$ cat src/rtl/tdc_meas_ctrl.sv
// TDC measurement controller: bubble-corrects and encodes start/stop thermometer
// snapshots, extends range with a coarse cycle counter, and reports via valid/ready.
module tdc_meas_ctrl #(
  parameter int TAPS       = 8,
  parameter int COARSE_W   = 8,
  parameter int CNT_W      = 16,
  parameter int AUTO_REARM = 0,
  parameter int RES_W      = COARSE_W + $clog2(TAPS) + 1
) (
  input  logic             clk,
  input  logic             rst_n,
  input  logic             arm,
  input  logic             start_hit,
  input  logic [TAPS-1:0]  start_code,
  input  logic             stop_hit,
  input  logic [TAPS-1:0]  stop_code,
  input  logic             result_ready,
  output logic             busy,
  output logic             result_valid,
  output logic [RES_W-1:0] result,
  output logic             overflow,
  output logic             bubble_err,
  output logic             order_err,
  output logic [CNT_W-1:0] meas_count
);

  localparam int FW = $clog2(TAPS + 1);
  localparam int EW = RES_W + 1;

  localparam logic [1:0] S_IDLE  = 2'd0;
  localparam logic [1:0] S_ARMED = 2'd1;
  localparam logic [1:0] S_RUN   = 2'd2;
  localparam logic [1:0] S_DONE  = 2'd3;

  // Majority-of-three across neighbours, with implied 1 below tap 0 and 0 above the top tap.
  function automatic logic [TAPS-1:0] bubble_fix(input logic [TAPS-1:0] c);
    logic [TAPS+1:0] e;
    logic [TAPS-1:0] corr;
    e = {1'b0, c, 1'b1};
    for (int i = 0; i < TAPS; i++) begin
      corr[i] = (e[i] & e[i+1]) | (e[i] & e[i+2]) | (e[i+1] & e[i+2]);
    end
    return corr;
  endfunction

  function automatic logic [FW-1:0] popcount(input logic [TAPS-1:0] c);
    logic [FW-1:0] n;
    n = '0;
    for (int i = 0; i < TAPS; i++) begin
      n = n + FW'(c[i]);
    end
    return n;
  endfunction

  logic [1:0]          state_q, state_d;
  logic [COARSE_W-1:0] elapsed_q, elapsed_d;
  logic [FW-1:0]       fs_q, fs_d;
  logic                sbub_q, sbub_d;
  logic [RES_W-1:0]    result_q, result_d;
  logic                ovf_q, ovf_d;
  logic                bub_q, bub_d;
  logic                ord_q, ord_d;
  logic [CNT_W-1:0]    cnt_q, cnt_d;
  logic                busy_q, valid_q;

  logic [TAPS-1:0]     start_corr_s, stop_corr_s;
  logic                start_bub_s, stop_bub_s;
  logic [FW-1:0]       fstart_s, fstop_s;
  logic [COARSE_W-1:0] coarse_s;
  logic [EW-1:0]       pos_s, neg_s;
  logic                neg_res_s;
  logic [RES_W-1:0]    calc_s;

  // Encode snapshots and form the interval; ARMED covers the same-cycle start/stop case.
  always_comb begin
    start_corr_s = bubble_fix(start_code);
    stop_corr_s  = bubble_fix(stop_code);
    start_bub_s  = (start_corr_s != start_code);
    stop_bub_s   = (stop_corr_s != stop_code);
    fstop_s      = popcount(stop_corr_s);
    if (state_q == S_RUN) begin
      fstart_s = fs_q;
      coarse_s = elapsed_q;
    end else begin
      fstart_s = popcount(start_corr_s);
      coarse_s = '0;
    end
    pos_s     = EW'(coarse_s) * EW'(TAPS) + EW'(fstart_s);
    neg_s     = EW'(fstop_s);
    neg_res_s = (pos_s < neg_s);
    if (neg_res_s) begin
      calc_s = '0;
    end else begin
      calc_s = RES_W'(pos_s - neg_s);
    end
  end

  // Measurement sequencing: arm, capture start, count, report, wait for accept.
  always_comb begin
    state_d   = state_q;
    elapsed_d = elapsed_q;
    fs_d      = fs_q;
    sbub_d    = sbub_q;
    result_d  = result_q;
    ovf_d     = ovf_q;
    bub_d     = bub_q;
    ord_d     = ord_q;
    cnt_d     = cnt_q;
    case (state_q)
      S_IDLE: begin
        if (arm) begin
          state_d = S_ARMED;
        end else begin
          state_d = S_IDLE;
        end
      end
      S_ARMED: begin
        if (start_hit) begin
          fs_d      = fstart_s;
          sbub_d    = start_bub_s;
          elapsed_d = COARSE_W'(1);
          ovf_d     = 1'b0;
          bub_d     = 1'b0;
          ord_d     = 1'b0;
          if (stop_hit) begin
            state_d  = S_DONE;
            result_d = calc_s;
            ord_d    = neg_res_s;
            bub_d    = start_bub_s | stop_bub_s;
          end else begin
            state_d = S_RUN;
          end
        end else begin
          state_d = S_ARMED;
        end
      end
      S_RUN: begin
        if (stop_hit) begin
          state_d  = S_DONE;
          result_d = calc_s;
          ord_d    = neg_res_s;
          bub_d    = sbub_q | stop_bub_s;
        end else if (elapsed_q == {COARSE_W{1'b1}}) begin
          state_d  = S_DONE;
          ovf_d    = 1'b1;
          result_d = {RES_W{1'b1}};
          bub_d    = sbub_q;
        end else begin
          elapsed_d = elapsed_q + COARSE_W'(1);
        end
      end
      S_DONE: begin
        if (result_ready) begin
          cnt_d   = cnt_q + CNT_W'(1);
          state_d = (AUTO_REARM != 0) ? S_ARMED : S_IDLE;
        end else begin
          state_d = S_DONE;
        end
      end
      default: begin
        state_d = S_IDLE;
      end
    endcase
  end

  // State and output registers with synchronous active-low reset.
  always_ff @(posedge clk) begin
    if (!rst_n) begin
      state_q   <= S_IDLE;
      elapsed_q <= '0;
      fs_q      <= '0;
      sbub_q    <= 1'b0;
      result_q  <= '0;
      ovf_q     <= 1'b0;
      bub_q     <= 1'b0;
      ord_q     <= 1'b0;
      cnt_q     <= '0;
      busy_q    <= 1'b0;
      valid_q   <= 1'b0;
    end else begin
      state_q   <= state_d;
      elapsed_q <= elapsed_d;
      fs_q      <= fs_d;
      sbub_q    <= sbub_d;
      result_q  <= result_d;
      ovf_q     <= ovf_d;
      bub_q     <= bub_d;
      ord_q     <= ord_d;
      cnt_q     <= cnt_d;
      busy_q    <= (state_d == S_ARMED) || (state_d == S_RUN);
      valid_q   <= (state_d == S_DONE);
    end
  end

  assign busy         = busy_q;
  assign result_valid = valid_q;
  assign result       = result_q;
  assign overflow     = ovf_q;
  assign bubble_err   = bub_q;
  assign order_err    = ord_q;
  assign meas_count   = cnt_q;

endmodule

$ cat config.mk
export PLATFORM = sky130hd
export DESIGN_NAME = tdc_meas_ctrl
export DESIGN_NICKNAME = d
export VERILOG_FILES = /design/src/rtl/tdc_meas_ctrl.sv
export SDC_FILE = /design/constraint.sdc
export NUM_CORES = 1
export LEC_CHECK = 0
export CELL_PAD_IN_SITES_DETAIL_PLACEMENT = 0
export CELL_PAD_IN_SITES_GLOBAL_PLACEMENT = 1
export CORE_ASPECT_RATIO = 1.2
export CORE_MARGIN = 8
export CORE_UTILIZATION = 35
export CTS_CLUSTER_SIZE = 8
export DETAILED_ROUTE_END_ITERATION = 16
export PLACE_DENSITY_LB_ADDON = 0.08
export SLEW_MARGIN = 10
export SYNTH_ARGS = -nofsm -noshare
export SYNTH_HDL_FRONTEND = slang
export SYNTH_SLANG_ARGS = --single-unit
$ cat constraint.sdc
create_clock -name clk -period 10.67 [get_ports clk]
set_input_delay 2.134 -clock clk [delete_from_list [all_inputs] [get_ports clk]]
set_output_delay 2.134 -clock clk [all_outputs]
set_load 0.1 [all_outputs]
==> flow_summary.ini <==
[floorplanning]
die-area_um2 = 13200
num_rows = 39
start_util_pct = 36.1
die_x_um = 106
dieHeight_um = 124
num_io_pins = 55
core_um2 = 9520

[placed_design]
place_area_um2 = 4030
port_buffers = 54
hpwl_mm = 6.66
gp_congestion = 0.791

[detailed_routing]
wl_met3_um = 268
top_layer_used = met4
firstDrtPassIters = 4
vias = 2954
routedWlPerCell_um = 14.8
ant_nets = 0
routed-wl-met2_mm = 4.60
post-route-drc-count = 0
wirelength_mm = 8.59
drt_iter0_drc = 95
via_per_inst = 5.08
drt-met1-wl_mm = 3.55

[critical_path]
max_stage_delay_ps = 590
cp_slowest_cell = clkdlybuf4s50_1
crit_family = adder cells
critPathRequiredTime_ps = 10840
cp_max_fo = 7
reg2reg_slack_ps = 7210
cpMostUsedCell = fa_1
cp-end-kind = flop
cp-start-kind = input port
crit_type = in2reg
path_cells = clkdlybuf4s50_1, a21o_1, o21ai_0, fa_1, fa_1, inv_1, fa_1, ha_1, fa_1, xor2_1, mux2_2, ha_1, a211oi_1, nand3_1, xor2_1, mux2_2, a311oi_1, nor3_2
crit_arrival_ps = 7340
crit_buf_inv = 2

[clock_tree]
cts_made_buffers = 5
cts_tree = yes
h-tree-depth = 2
clk_pin_slew_ps = 70
post_cts_buffers = 0
cts_hold_buf = 0
cts_sinks = 48
clock_latency_ps = 290
cts_buffer_depth = 2
ctsRootBufferMaster = clkbuf_16
ctsResizeCount = 0

[run_status]
status = complete, no violations

[power_and_ir_drop]
powerDensity_nw_per_um2 = 175
power_frac_clock_pct = 25.4
p_sw_w = 0.000304
peakVddDrop_mv = 0.119
p_seq_share_pct = 26.7
total_power_w = 0.000735
swShare_pct = 41.4
p_leak_nw = 1.63
combPwrFrac_pct = 47.9
internal_power_w = 0.000431

[finish]
area_growth_syn_to_layout_pct = 22.4
fin_nets = 507
num_antenna_cells = 0
multi_input_comb_area_um2 = 2290
final_layout_size_suffix_gt1_share_pct = 6.33
fin_area_um2 = 4200
final_core_util_pct = 44.2
seq_area_um2 = 961
fill_cells = 982

[sta]
tightest_slew_ps = 981
fmax_ghz = 0.140
hold_ws_ps = 481
rsz0062_at_grt = false
slew_headroom_pct = 34.4
period_minus_slack_ps = 7160
slew_violations = 0
finClkSkew_ps = 4.66
hold_viol = 0
tns_ps = 0
setup_viol = 0
fin_crit_sh_pct = 67.1

[grt]
grt_pass1_wl_mm = 14.5
grtUsageTotal_pct = 13.4
grt_pass1_vias = 2957
grt.overflow.total = 0
grt_max_degree = 35
grt_antenna_before_repair = 0

[yosys]
ys_seq_area_share_pct = 28.0
synth.distinct_cells = 62
yosysTopAreaCell = dfxtp_1
synth_top_cell_area_share_pct = 28.0
syn_area_per_cell_um2 = 8.39
synth-seq-cells = 48
syn_area_um2 = 3430
synth_cells = 409
synth_edf_count = 0
yosysWarnings = 0
synth.most_common_cell = dfxtp_1
synth_common_cells = dfxtp_1 (48), o21ai_0 (37), nand2_1 (33)
syn_nets = 459
synthArstFlopShare_pct = 0
synth_flop_cell = dfxtp_1
synth.top_cells.by_area = dfxtp_1 (28%), ha_1 (6.9%), o21ai_0 (5.4%)

[hold_path]
hold_class = reg2reg

[flow_run]
drv_cap = 0
==> worst register-to-register path, delay by kind of cell, from the launching register on <==
family                   cells  cell delay (ps)
multiplexers                 1              350
XOR/XNOR                     1              180
AND/OR/NAND/NOR              3              340
buffers and inverters        2              330
adder cells (fa/ha/maj)      3              870
flip-flops                   1              410
AO/OA/AOI/OAI                3              870
==> path summary, 6_finish.rpt <==
kind,cells past startpoint,endpoint,startpoint
max,18,result[6]$_SDFFE_PN0P_,start_code[1]
min,2,fs_q[1]$_SDFFE_PN0P_,fs_q[1]$_SDFFE_PN0P_
max reg2reg,13,result[6]$_SDFFE_PN0P_,state_q[0]$_SDFF_PN0_
min reg2reg,2,fs_q[1]$_SDFFE_PN0P_,fs_q[1]$_SDFFE_PN0P_
==> layout by cell type (no fill, tap or decap), types with 3 or more instances in the layout <==
cell type and count:
fa_1 9, o21a_1 5, a21o_1 10, ha_1 19
nor2b_1 7, nand2b_1 9, a21oi_1 15, o21ai_0 37
xnor2_1 17, maj3_1 3, a21boi_0 10, dfxtp_1 48
o22ai_1 3, xor2_1 10, and3_1 5, nand4_1 4
clkdlybuf4s50_1 54, inv_1 18, and2_1 20, mux2_2 3
nor2_1 31, or3_1 3, a211oi_1 6, mux2i_1 5
nand2_1 33, nand3_1 18, nor3_1 7, clkbuf_16 5
==> sequential cells by signal, summed over array words and instances, names as in the netlist <==
register      flops
busy              1
sbub_q            1
meas_count       16
elapsed_q         8
bubble_err        1
fs_q              4
result_valid      1
state_q           2
overflow          1
order_err         1
result           12
==> through the flow <==
step / setup slack (ps) / instances
floorplan: 4230 / 409
global placement: 3230 / 573
detailed placement: 3160 / 573
CTS: 3460 / 581
global route: 3140 / 581
finish: 3510 / 581
==> final cells by class <==
class	count	share of cell area (%)
Clock inverter	3	1.13
Inverter	18	1.61
Timing Repair Buffer	56	13.2
Multi-Input combinational cell	328	54.5
Sequential cell	48	22.9
Tap cell	123	3.66
Clock buffer	5	2.98
==> layer usage <==
layer / vias up / track usage (%)
met5: - / 0
met4: 0 / 4.56
met3: 7 / 2.59
met2: 46 / 24.9
met1: 1373 / 14.6
li1: 1528 / -
==> power groups by stage <==
stage	logic, W	registers, W	clock network [W]
floorplan	0.000206	0.000263	0
global placement	0.000353	0.000201	0
detailed placement	0.000355	0.000201	0
CTS	0.000357	0.000197	0.000191
global route	0.000391	0.000198	0.000201
finish	0.000352	0.000196	0.000187
==> cell families (layout without fill, tap and decap cells) <==
group | Yosys count | after routing | synth area share [%]
flip-flops | 48 | 48 | 28.0
adder cells (fa/ha/maj) | 31 | 31 | 13.0
AO/OA/AOI/OAI | 109 | 109 | 20.9
AND/OR/NAND/NOR | 153 | 153 | 23.4
XOR/XNOR | 27 | 27 | 6.89
multiplexers | 8 | 8 | 2.44
buffers and inverters | 33 | 82 | 5.28
No activity file was read; power rests on OpenSTA's default activity.
